==> src/rtl/paillier_encryptor.sv <==
// Paillier encryption c = (1 + m*n) * r^n mod n^2 with g = n+1.
// One sequential square-and-multiply exponentiation over the bits of n,
// where every modular multiply is a one-cycle product load followed by
// 4W cycles of restoring shift-subtract reduction against n^2.
//
// Handshake: start is sampled only while the FSM is in IDLE. The edge that
// samples it high is the accept edge: it latches n/m/r, raises busy and
// clears err. While busy is high, start is ignored and nothing is queued.
// done is a one-cycle pulse; c_out and err are valid with it. busy falls on
// the same edge that raises done. c_out holds until the next done, and err
// holds until the next accept.
module paillier_encryptor #(
    parameter int W = 8
) (
    input  logic           clk,
    input  logic           reset,
    input  logic           start,
    input  logic [W-1:0]   n_in,
    input  logic [W-1:0]   m_in,
    input  logic [W-1:0]   r_in,
    output logic           busy,
    output logic           done,
    output logic           err,
    output logic [2*W-1:0] c_out,
    output logic [2:0]     dbg_state_o
);

    localparam int IW = (W > 1) ? $clog2(W) : 1;
    localparam int CW = $clog2(4 * W + 1);
    localparam logic [CW-1:0] CNT_LAST = CW'(4 * W);

    typedef enum logic [2:0] {
        S_IDLE    = 3'd0,
        S_SETUP   = 3'd1,
        S_EXP_SQR = 3'd2,
        S_EXP_MUL = 3'd3,
        S_FINAL   = 3'd4,
        S_DONE    = 3'd5
    } state_e;

    state_e         state_q, state_d;
    logic [W-1:0]   n_q, n_d;
    logic [W-1:0]   m_q, m_d;
    logic [W-1:0]   r_q, r_d;
    logic [2*W-1:0] n2_q, n2_d;
    logic [2*W-1:0] gm_q, gm_d;
    logic [2*W-1:0] acc_q, acc_d;
    logic [IW-1:0]  idx_q, idx_d;
    logic [CW-1:0]  cnt_q, cnt_d;
    logic [4*W-1:0] p_q, p_d;
    logic [2*W-1:0] rem_q, rem_d;
    logic           err_pend_q, err_pend_d;
    logic           busy_q, busy_d;
    logic           done_q, done_d;
    logic           err_q, err_d;
    logic [2*W-1:0] c_q, c_d;

    // Multiplier operands, full-width product and one reduction step.
    logic [2*W-1:0] mul_a, mul_b;
    logic [4*W-1:0] prod;
    logic [2*W:0]   rem_shift;
    logic           rem_ge;
    logic [2*W-1:0] rem_sub;
    logic [2*W-1:0] mul_res;
    logic           mul_last;
    logic           in_mult;
    logic [2*W-1:0] nn_prod;
    logic [2*W-1:0] mn_prod;
    logic           op_illegal;

    // Shared multiply/reduce datapath; operand selection follows the state.
    always_comb begin
        mul_a   = acc_q;
        mul_b   = acc_q;
        in_mult = 1'b0;
        case (state_q)
            S_EXP_SQR: begin
                mul_a   = acc_q;
                mul_b   = acc_q;
                in_mult = 1'b1;
            end
            S_EXP_MUL: begin
                mul_a   = acc_q;
                mul_b   = {{W{1'b0}}, r_q};
                in_mult = 1'b1;
            end
            S_FINAL: begin
                mul_a   = gm_q;
                mul_b   = acc_q;
                in_mult = 1'b1;
            end
            default: begin
                mul_a   = acc_q;
                mul_b   = acc_q;
                in_mult = 1'b0;
            end
        endcase
        prod      = {{2*W{1'b0}}, mul_a} * {{2*W{1'b0}}, mul_b};
        // Remainder stays below n^2, so one conditional subtract suffices and
        // the difference always fits back into 2W bits.
        rem_shift = {rem_q, p_q[4*W-1]};
        rem_ge    = rem_shift >= {1'b0, n2_q};
        rem_sub   = rem_shift[2*W-1:0] - n2_q;
        mul_res   = rem_ge ? rem_sub : rem_shift[2*W-1:0];
        mul_last  = (cnt_q == CNT_LAST);
        nn_prod   = {{W{1'b0}}, n_q} * {{W{1'b0}}, n_q};
        mn_prod   = {{W{1'b0}}, m_q} * {{W{1'b0}}, n_q};
        op_illegal = (n_q < W'(2)) || (m_q >= n_q) || (r_q == '0) || (r_q >= n_q);
    end

    // Next-state and register updates for the FSM and working registers.
    always_comb begin
        state_d    = state_q;
        n_d        = n_q;
        m_d        = m_q;
        r_d        = r_q;
        n2_d       = n2_q;
        gm_d       = gm_q;
        acc_d      = acc_q;
        idx_d      = idx_q;
        cnt_d      = cnt_q;
        p_d        = p_q;
        rem_d      = rem_q;
        err_pend_d = err_pend_q;
        busy_d     = busy_q;
        done_d     = 1'b0;
        err_d      = err_q;
        c_d        = c_q;

        // Common multiply sequencing: load product, then shift-subtract.
        if (in_mult) begin
            if (cnt_q == '0) begin
                p_d   = prod;
                rem_d = '0;
                cnt_d = CW'(1);
            end else begin
                p_d   = {p_q[4*W-2:0], 1'b0};
                rem_d = mul_res;
                cnt_d = mul_last ? '0 : cnt_q + CW'(1);
            end
        end

        case (state_q)
            S_IDLE: begin
                if (start) begin
                    n_d     = n_in;
                    m_d     = m_in;
                    r_d     = r_in;
                    busy_d  = 1'b1;
                    err_d   = 1'b0;
                    state_d = S_SETUP;
                end
            end
            S_SETUP: begin
                n2_d       = nn_prod;
                gm_d       = mn_prod + (2*W)'(1);
                acc_d      = (2*W)'(1);
                idx_d      = IW'(W - 1);
                cnt_d      = '0;
                err_pend_d = op_illegal;
                state_d    = op_illegal ? S_DONE : S_EXP_SQR;
            end
            S_EXP_SQR: begin
                if (cnt_q != '0 && mul_last) begin
                    acc_d   = mul_res;
                    state_d = S_EXP_MUL;
                end
            end
            S_EXP_MUL: begin
                // The multiply always runs; only the write-back depends on the bit.
                if (cnt_q != '0 && mul_last) begin
                    if (n_q[idx_q]) begin
                        acc_d = mul_res;
                    end
                    if (idx_q == '0) begin
                        state_d = S_FINAL;
                    end else begin
                        idx_d   = idx_q - IW'(1);
                        state_d = S_EXP_SQR;
                    end
                end
            end
            S_FINAL: begin
                if (cnt_q != '0 && mul_last) begin
                    acc_d   = mul_res;
                    state_d = S_DONE;
                end
            end
            S_DONE: begin
                c_d     = err_pend_q ? '0 : acc_q;
                err_d   = err_pend_q;
                done_d  = 1'b1;
                busy_d  = 1'b0;
                state_d = S_IDLE;
            end
            default: begin
                state_d = S_IDLE;
            end
        endcase
    end

    // State and datapath registers with synchronous active-high reset.
    always_ff @(posedge clk) begin
        if (reset) begin
            state_q    <= S_IDLE;
            n_q        <= '0;
            m_q        <= '0;
            r_q        <= '0;
            n2_q       <= '0;
            gm_q       <= '0;
            acc_q      <= '0;
            idx_q      <= '0;
            cnt_q      <= '0;
            p_q        <= '0;
            rem_q      <= '0;
            err_pend_q <= 1'b0;
            busy_q     <= 1'b0;
            done_q     <= 1'b0;
            err_q      <= 1'b0;
            c_q        <= '0;
        end else begin
            state_q    <= state_d;
            n_q        <= n_d;
            m_q        <= m_d;
            r_q        <= r_d;
            n2_q       <= n2_d;
            gm_q       <= gm_d;
            acc_q      <= acc_d;
            idx_q      <= idx_d;
            cnt_q      <= cnt_d;
            p_q        <= p_d;
            rem_q      <= rem_d;
            err_pend_q <= err_pend_d;
            busy_q     <= busy_d;
            done_q     <= done_d;
            err_q      <= err_d;
            c_q        <= c_d;
        end
    end

    assign busy        = busy_q;
    assign done        = done_q;
    assign err         = err_q;
    assign c_out       = c_q;
    assign dbg_state_o = state_q;

endmodule

==> config.mk <==
export PLATFORM = sky130hd
export DESIGN_NAME = paillier_encryptor
export DESIGN_NICKNAME = d
export VERILOG_FILES = /design/src/rtl/paillier_encryptor.sv
export SDC_FILE = /design/constraint.sdc
export NUM_CORES = 1
export LEC_CHECK = 0
export ABC_AREA = 1
export BUFFER_PORTS_ARGS = -buffer_cell sky130_fd_sc_hd__buf_2
export CELL_PAD_IN_SITES_DETAIL_PLACEMENT = 0
export CELL_PAD_IN_SITES_GLOBAL_PLACEMENT = 2
export CORE_ASPECT_RATIO = 0.5
export CORE_MARGIN = 4
export CORE_UTILIZATION = 30
export CTS_CLUSTER_DIAMETER = 40
export DETAILED_ROUTE_END_ITERATION = 10
export GPL_ROUTABILITY_DRIVEN = 1
export PLACE_DENSITY_LB_ADDON = 0.1
export SLEW_MARGIN = 20
export SYNTH_ARGS = -nofsm -noshare
export SYNTH_HDL_FRONTEND = slang
export SYNTH_SLANG_ARGS = --single-unit
==> constraint.sdc <==
create_clock -name clk -period 5.7 [get_ports clk]
set_input_delay 0 -clock clk [delete_from_list [all_inputs] [get_ports clk]]
set_output_delay 0 -clock clk [all_outputs]
set_load 0.01 [all_outputs]
# Word-level counts from Yosys, hierarchy flattened
# Index checks and enable logic that the tools add are counted.
[word_totals]
output_inout_bits = 22
reg_bits = 152
inputBits = 27
[classes]
magnitude_cmp = 5
mux = 30
multipliers = 3
n_eq_ne = 13
addsub = 4
reduce_logical = 20
[op_table]
columns = ["cell", "n"]
rows = [
  ["two-way mux 16 bit", 8],
  ["one-hot mux 16 bit (3 select lines)", 1],
  ["multiplier 16 x 16 -> 32 bit", 1],
  ["multiplier 8 x 8 -> 16 bit", 2],
  ["two-way mux 32 bit", 1],
  ["two-way mux 3 bit", 8],
  [">= comparator 17 x 16 -> 1 bit", 1],
  ["adder 16 x 1 -> 16 bit (second input constant)", 1],
  [">= comparator 8 bit", 2],
  ["subtractor 16 bit", 1],
  ["one-hot mux 3 bit (5 select lines)", 1],
  ["two-way mux 6 bit", 2],
  ["!= test 2 bit (second input constant)", 6],
  ["logical NOT 8 bit", 1],
  ["less-than comparator 8 x 2 -> 1 bit (second input constant)", 1],
  ["AND reduction 4 bit", 2],
  ["adder 6 x 1 -> 6 bit (second input constant)", 1],
  ["equality test 3 x 2 -> 1 bit (second input constant)", 2],
  ["equality test 3 bit (second input constant)", 2],
  ["equality test 6 bit (second input constant)", 1],
  ["logical NOT 3 bit", 2],
  ["logical NOT 6 bit", 1],
  ["one-hot mux 3 bit (2 select lines)", 1],
  ["nonzero test 6 bit", 1],
  ["other kinds (15)", 25],
]

# Logic depth before layout (Yosys ltp)
[depth]
depth_word = 6
depth_mapped = 33
mapped_depth_nobuf = 31

# Worst setup path before layout
# Ideal clock, no wire load.
[synth_timing]
path_kind = "register -> register"
from = "register state_q[1] (netlist: dbg_state_o[1])"
to = "register p_q[21]"
stages_incl_launch_ff = 31
setup_ns = 0.056
arrival_time_ns = 6.058
slack_ns = -0.413
path_cell_list = "dfxtp_1 > buf_4 > nor2_1 > nand2_2 > buf_2 > buf_2 > nand2_1 > o21ai_0 > buf_2 > nand2_1 > fa_1 > inv_1 > fa_1 > inv_1 > fa_1 > inv_1 > fa_1 > fa_1 > inv_1 > fa_1 > inv_1 > ha_1 > nand2_1 > nor2_1 > inv_1 > nor2_1 > nand4_1 > a31o_2 > nand3_1 > nand2_1 > inv_1"
[synth_between]
elab_chain_len = 4
elab_cells_between_ends = 9
cone_classes = "mul (1); eq/ne (3); mux (4); reduce/logical (1)"
[synth_lines]
columns = ["element", "line", "text"]
rows = [
  ["start, declared", "41", "state_e state_q, state_d;"],
  ["start signal, assigned", "222", "state_q <= state_d;"],
  ["equality test 3 bit / equality test 3 x 2 -> 1 bit (equally long branches)", "76", "case (state_q)"],
  ["two-way mux 16 bit", "76", ""],
  ["multiplier 16 x 16 -> 32 bit", "98", "prod = {{2*W{1'b0}}, mul_a} * {{2*W{1'b0}}, mul_b};"],
  ["two-way mux 32 bit", "132", "if (cnt_q == '0) begin"],
  ["end signal, assigned", "231", "p_q <= p_d;"],
  ["end, declared", "50", "logic [4*W-1:0] p_q, p_d;"],
]
# Several ways; a longest one is shown, not always the timed one.
# A chain may end at the register's enable or synchronous reset.

# Worst setup path after layout
[layout_timing]
from = "register state_q[0] (netlist: dbg_state_o[0])"
to = "register p_q[25]"
# Same word-level chain as after synthesis.

==> impl_metrics.ini <==
[power]
powerDensity_mw_per_mm2 = 485.3
comb_power_share = 0.775
seq_power_share = 0.131
clkPwrFrac = 0.094
total_power_uw = 12550
p_sw_uw = 6848
irDropWorstVdd_mv = 0.2231
power.leakage_uw = 0.01299
p_sw_frac = 0.5456
p_int_uw = 5703

[route]
drtIter0Drc = 879
ant_nets = 0
drt-pass1-iter-count = 5
drc_errors = 0
vias_per_cell = 4.584
wl_per_cell_um = 17.89
wirelength_mm = 71.65
num_vias = 18350

[sta]
setup_viol = 21
fmax_ghz = 0.1661
slew_violations = 0
finalClockSkew_ns = 0.02106
finalHoldViolCount = 0
rsz0062_at_grt = true
holdWs_ns = 0.01860
period_share = 1.056
finalCriticalPeriod_ns = 6.022
max_slew_margin = 0.4359
worst_pin_slew_ns = 0.8453
setup_ws_ns = -0.3219

[clock_network]
numCtsBuffers = 17
htree_levels = 4
cts_root_buf = clkbuf_16
max-clock-path-buffers = 2
cts_tree = yes
cts_sinks = 151
clk_pin_slew_ns = 0.08
clk_latency_ns = 0.49

[synth]
synthXorXnorAreaFrac = 0.01338
synth_enable_flop_cells = 0
synth_top_family_by_area = adder cells
netlist-cell-type-count = 50
synth_area_mm2 = 0.02029
synth_adder_area_share = 0.3842
ys_ff_latch = 151
synth_mux_area_frac = 0
synth-compound-area-share = 0.1069
yosysTopAreaCell = fa_1
synth.top_cell.area_share = 0.2516
synthCells = 2789
synthFlopType = dfxtp_1
synth_area_per_cell_um2 = 7.275
ys_top_cells_by_area = fa_1 25%, dfxtp_1 15%, ha_1 13%
syn-num-nets = 3286
yosys.area_share.simple = 0.2102
synth_warnings = 0
async_reset_ff_frac = 0
yosysSeqAreaShare = 0.1490

[grt]
antenna_found_initial = 1
track_usage = 0.2048
grt_pass1_vias = 19010
grt.overflow.total = 0
grt_pass1_wl_mm = 113.1
grt_max_degree = 46

[setup_path]
critPathCapture = p_q[25]$_SDFFE_PP0N_
path_depth = 29
cp_top_family = adder cells
cp_data_required_time_ns = 6.09
r2r_cells = 29
cp.arrival_ns = 6.41
worst-path-buf-inv = 11
max_stage_delay_ns = 0.56
critPathMaxFanout = 7
crit_path_end_kind = flip-flop
r2r_slack_ns = -0.32
critPathLaunch = dbg_state_o[0]$_SDFFE_PP0P_
cp_slowest_cell = fa_1
r2r_start = dbg_state_o[0]$_SDFFE_PP0P_
crit-reg2reg-capture = p_q[25]$_SDFFE_PP0N_
cp_common_cell = fa_1
cp-start-kind = flip-flop
critical_path_class = reg -> reg

[cells_and_area]
antenna_cells = 0
fillers = 7128
layout_common_cells = 558 x nand2_1, 542 x inv_1, 260 x buf_4
layoutNonFillerInstCount = 4004
final_common_cell = nand2_1
final_layout_size_suffix_gt1_frac = 0.2144
area_growth_pct = 27.49
layout.nets = 3591

[placed_design]
place.gp.congestion = 0.9206
hpwl_mm = 58.35
dpl.cell_count = 3899
place_ws_ns = -0.6941
io_buffer_count = 48

[hold_path]
min_path_type = in -> reg
min_path_cells = 3

[die]
initial_core_util = 0.3029
rows = 67
core_mm2 = 0.06698
die_x_um = 375.8
pin_count = 49
die_y_um = 191.9
die_area_mm2 = 0.07211

[job]
cap_violations = 0

[outcome]
status = finished, violations left
violations = negative setup slack
metal layers:
metal	track usage	up-vias	share of wire
li1	-	9230	-
met1	0.2919	8853	0.51
met2	0.3397	225	0.45
met3	0.02003	46	0.028
met4	0.03909	0	0.014
met5	0	-	0
cells by family after synthesis:
group	count (synthesis)
buf+inv	710
simple gates	1036
compound gates	391
fa+ha+maj	470
xor+xnor	31
flops	151
final cells by class:
type / count / area [µm²] / area share
clock buffer: 18 / 439.2 / 0.01698
clock inverter: 14 / 136.4 / 0.005273
inverter: 612 / 2337 / 0.09036
multi-input combinational: 1928 / 15610 / 0.6036
sequential: 151 / 3032 / 0.1172
tap: 897 / 1122 / 0.04339
timing repair buffer: 384 / 3186 / 0.1232
worst register-to-register path, delay by kind of cell, from the launching register on:
| kind | cells | cell delay [ns] |
|---|---|---|
| adder cells (fa/ha/maj) | 7 | 3.43 |
| buffers and inverters | 11 | 0.95 |
| flip-flops | 1 | 0.38 |
| AND/OR/NAND/NOR | 8 | 0.78 |
| AO/OA/AOI/OAI | 3 | 0.39 |
power groups by stage:
stage          clock [µW]  sequential [µW]  combinational, µW
4_1_cts              1220             1630               9170
5_1_grt              1250             1680              11000
2_1_floorplan           0             1510               5680
3_3_place_gp            0             1660               8820
6_report             1190             1640               9730
3_5_place_dp            0             1650               8780
cells in the mapped netlist, types with 3 or more instances:
library cell	n
a211oi_1	5
a21o_1	9
a21oi_1	196
a31oi_1	4
buf_2	39
buf_4	6
buf_6	3
clkbuf_1	42
clkbuf_2	6
clkinv_1	4
dfxtp_1	151
fa_1	255
ha_1	215
inv_1	592
inv_2	16
nand2_1	603
nand2_2	4
nand3_1	107
nand3b_1	7
nand4_1	34
nor2_1	239
nor2_2	3
nor2_4	4
nor3_1	21
nor4_1	5
o2111ai_1	3
o211ai_1	8
o21a_1	3
o21ai_0	102
o21ai_1	25
o21ai_2	4
o21bai_1	4
o221a_2	10
o221ai_1	3
o22ai_1	7
xnor2_1	13
xor2_1	18
through the flow:
stage | area (µm²) | util | setup TNS [ns]
after floorplan | 20560 | - | 0
after global placement | 23480 | 0.3506 | -11.62
after detailed placement | 23480 | 0.3506 | -12.40
after CTS | 24800 | 0.3702 | -5.602
after global routing | 25870 | 0.3862 | -10.25
final | 25870 | 0.3862 | -4.560
worst min path at each step:
stage	startpoint	end	slack, ns
6_report	n_in[0]	n_q[0]$_SDFFE_PP0P_	0.02
5_1_grt	n_in[0]	n_q[0]$_SDFFE_PP0P_	0.02
4_1_cts	start	dbg_state_o[0]$_SDFFE_PP0P_	0.007
3_5_place_dp	m_in[1]	m_q[1]$_SDFFE_PP0P_	0.28
3_3_place_gp	m_in[1]	m_q[1]$_SDFFE_PP0P_	0.27
2_1_floorplan	m_in[1]	m_q[1]$_SDFFE_PP0P_	0.16
timing repair:
| action | in CTS | in global routing |
|---|---|---|
| gates cloned | 0 | 3 |
| pin swaps | 25 | 69 |
| hold buffers | 30 | 0 |
| setup endpoints to repair | 23 | 24 |
| setup buffers | 8 | 33 |
| resized for setup | 103 | 216 |
| hold endpoints to repair | 23 | 0 |
flip-flops by register name, indices dropped and copies added (netlist names), 15 cells and up:
name,count
acc_q,16
c_out,16
gm_q,16
n2_q,15
p_q,32
rem_q,16
(Power assumes the default switching activity.)
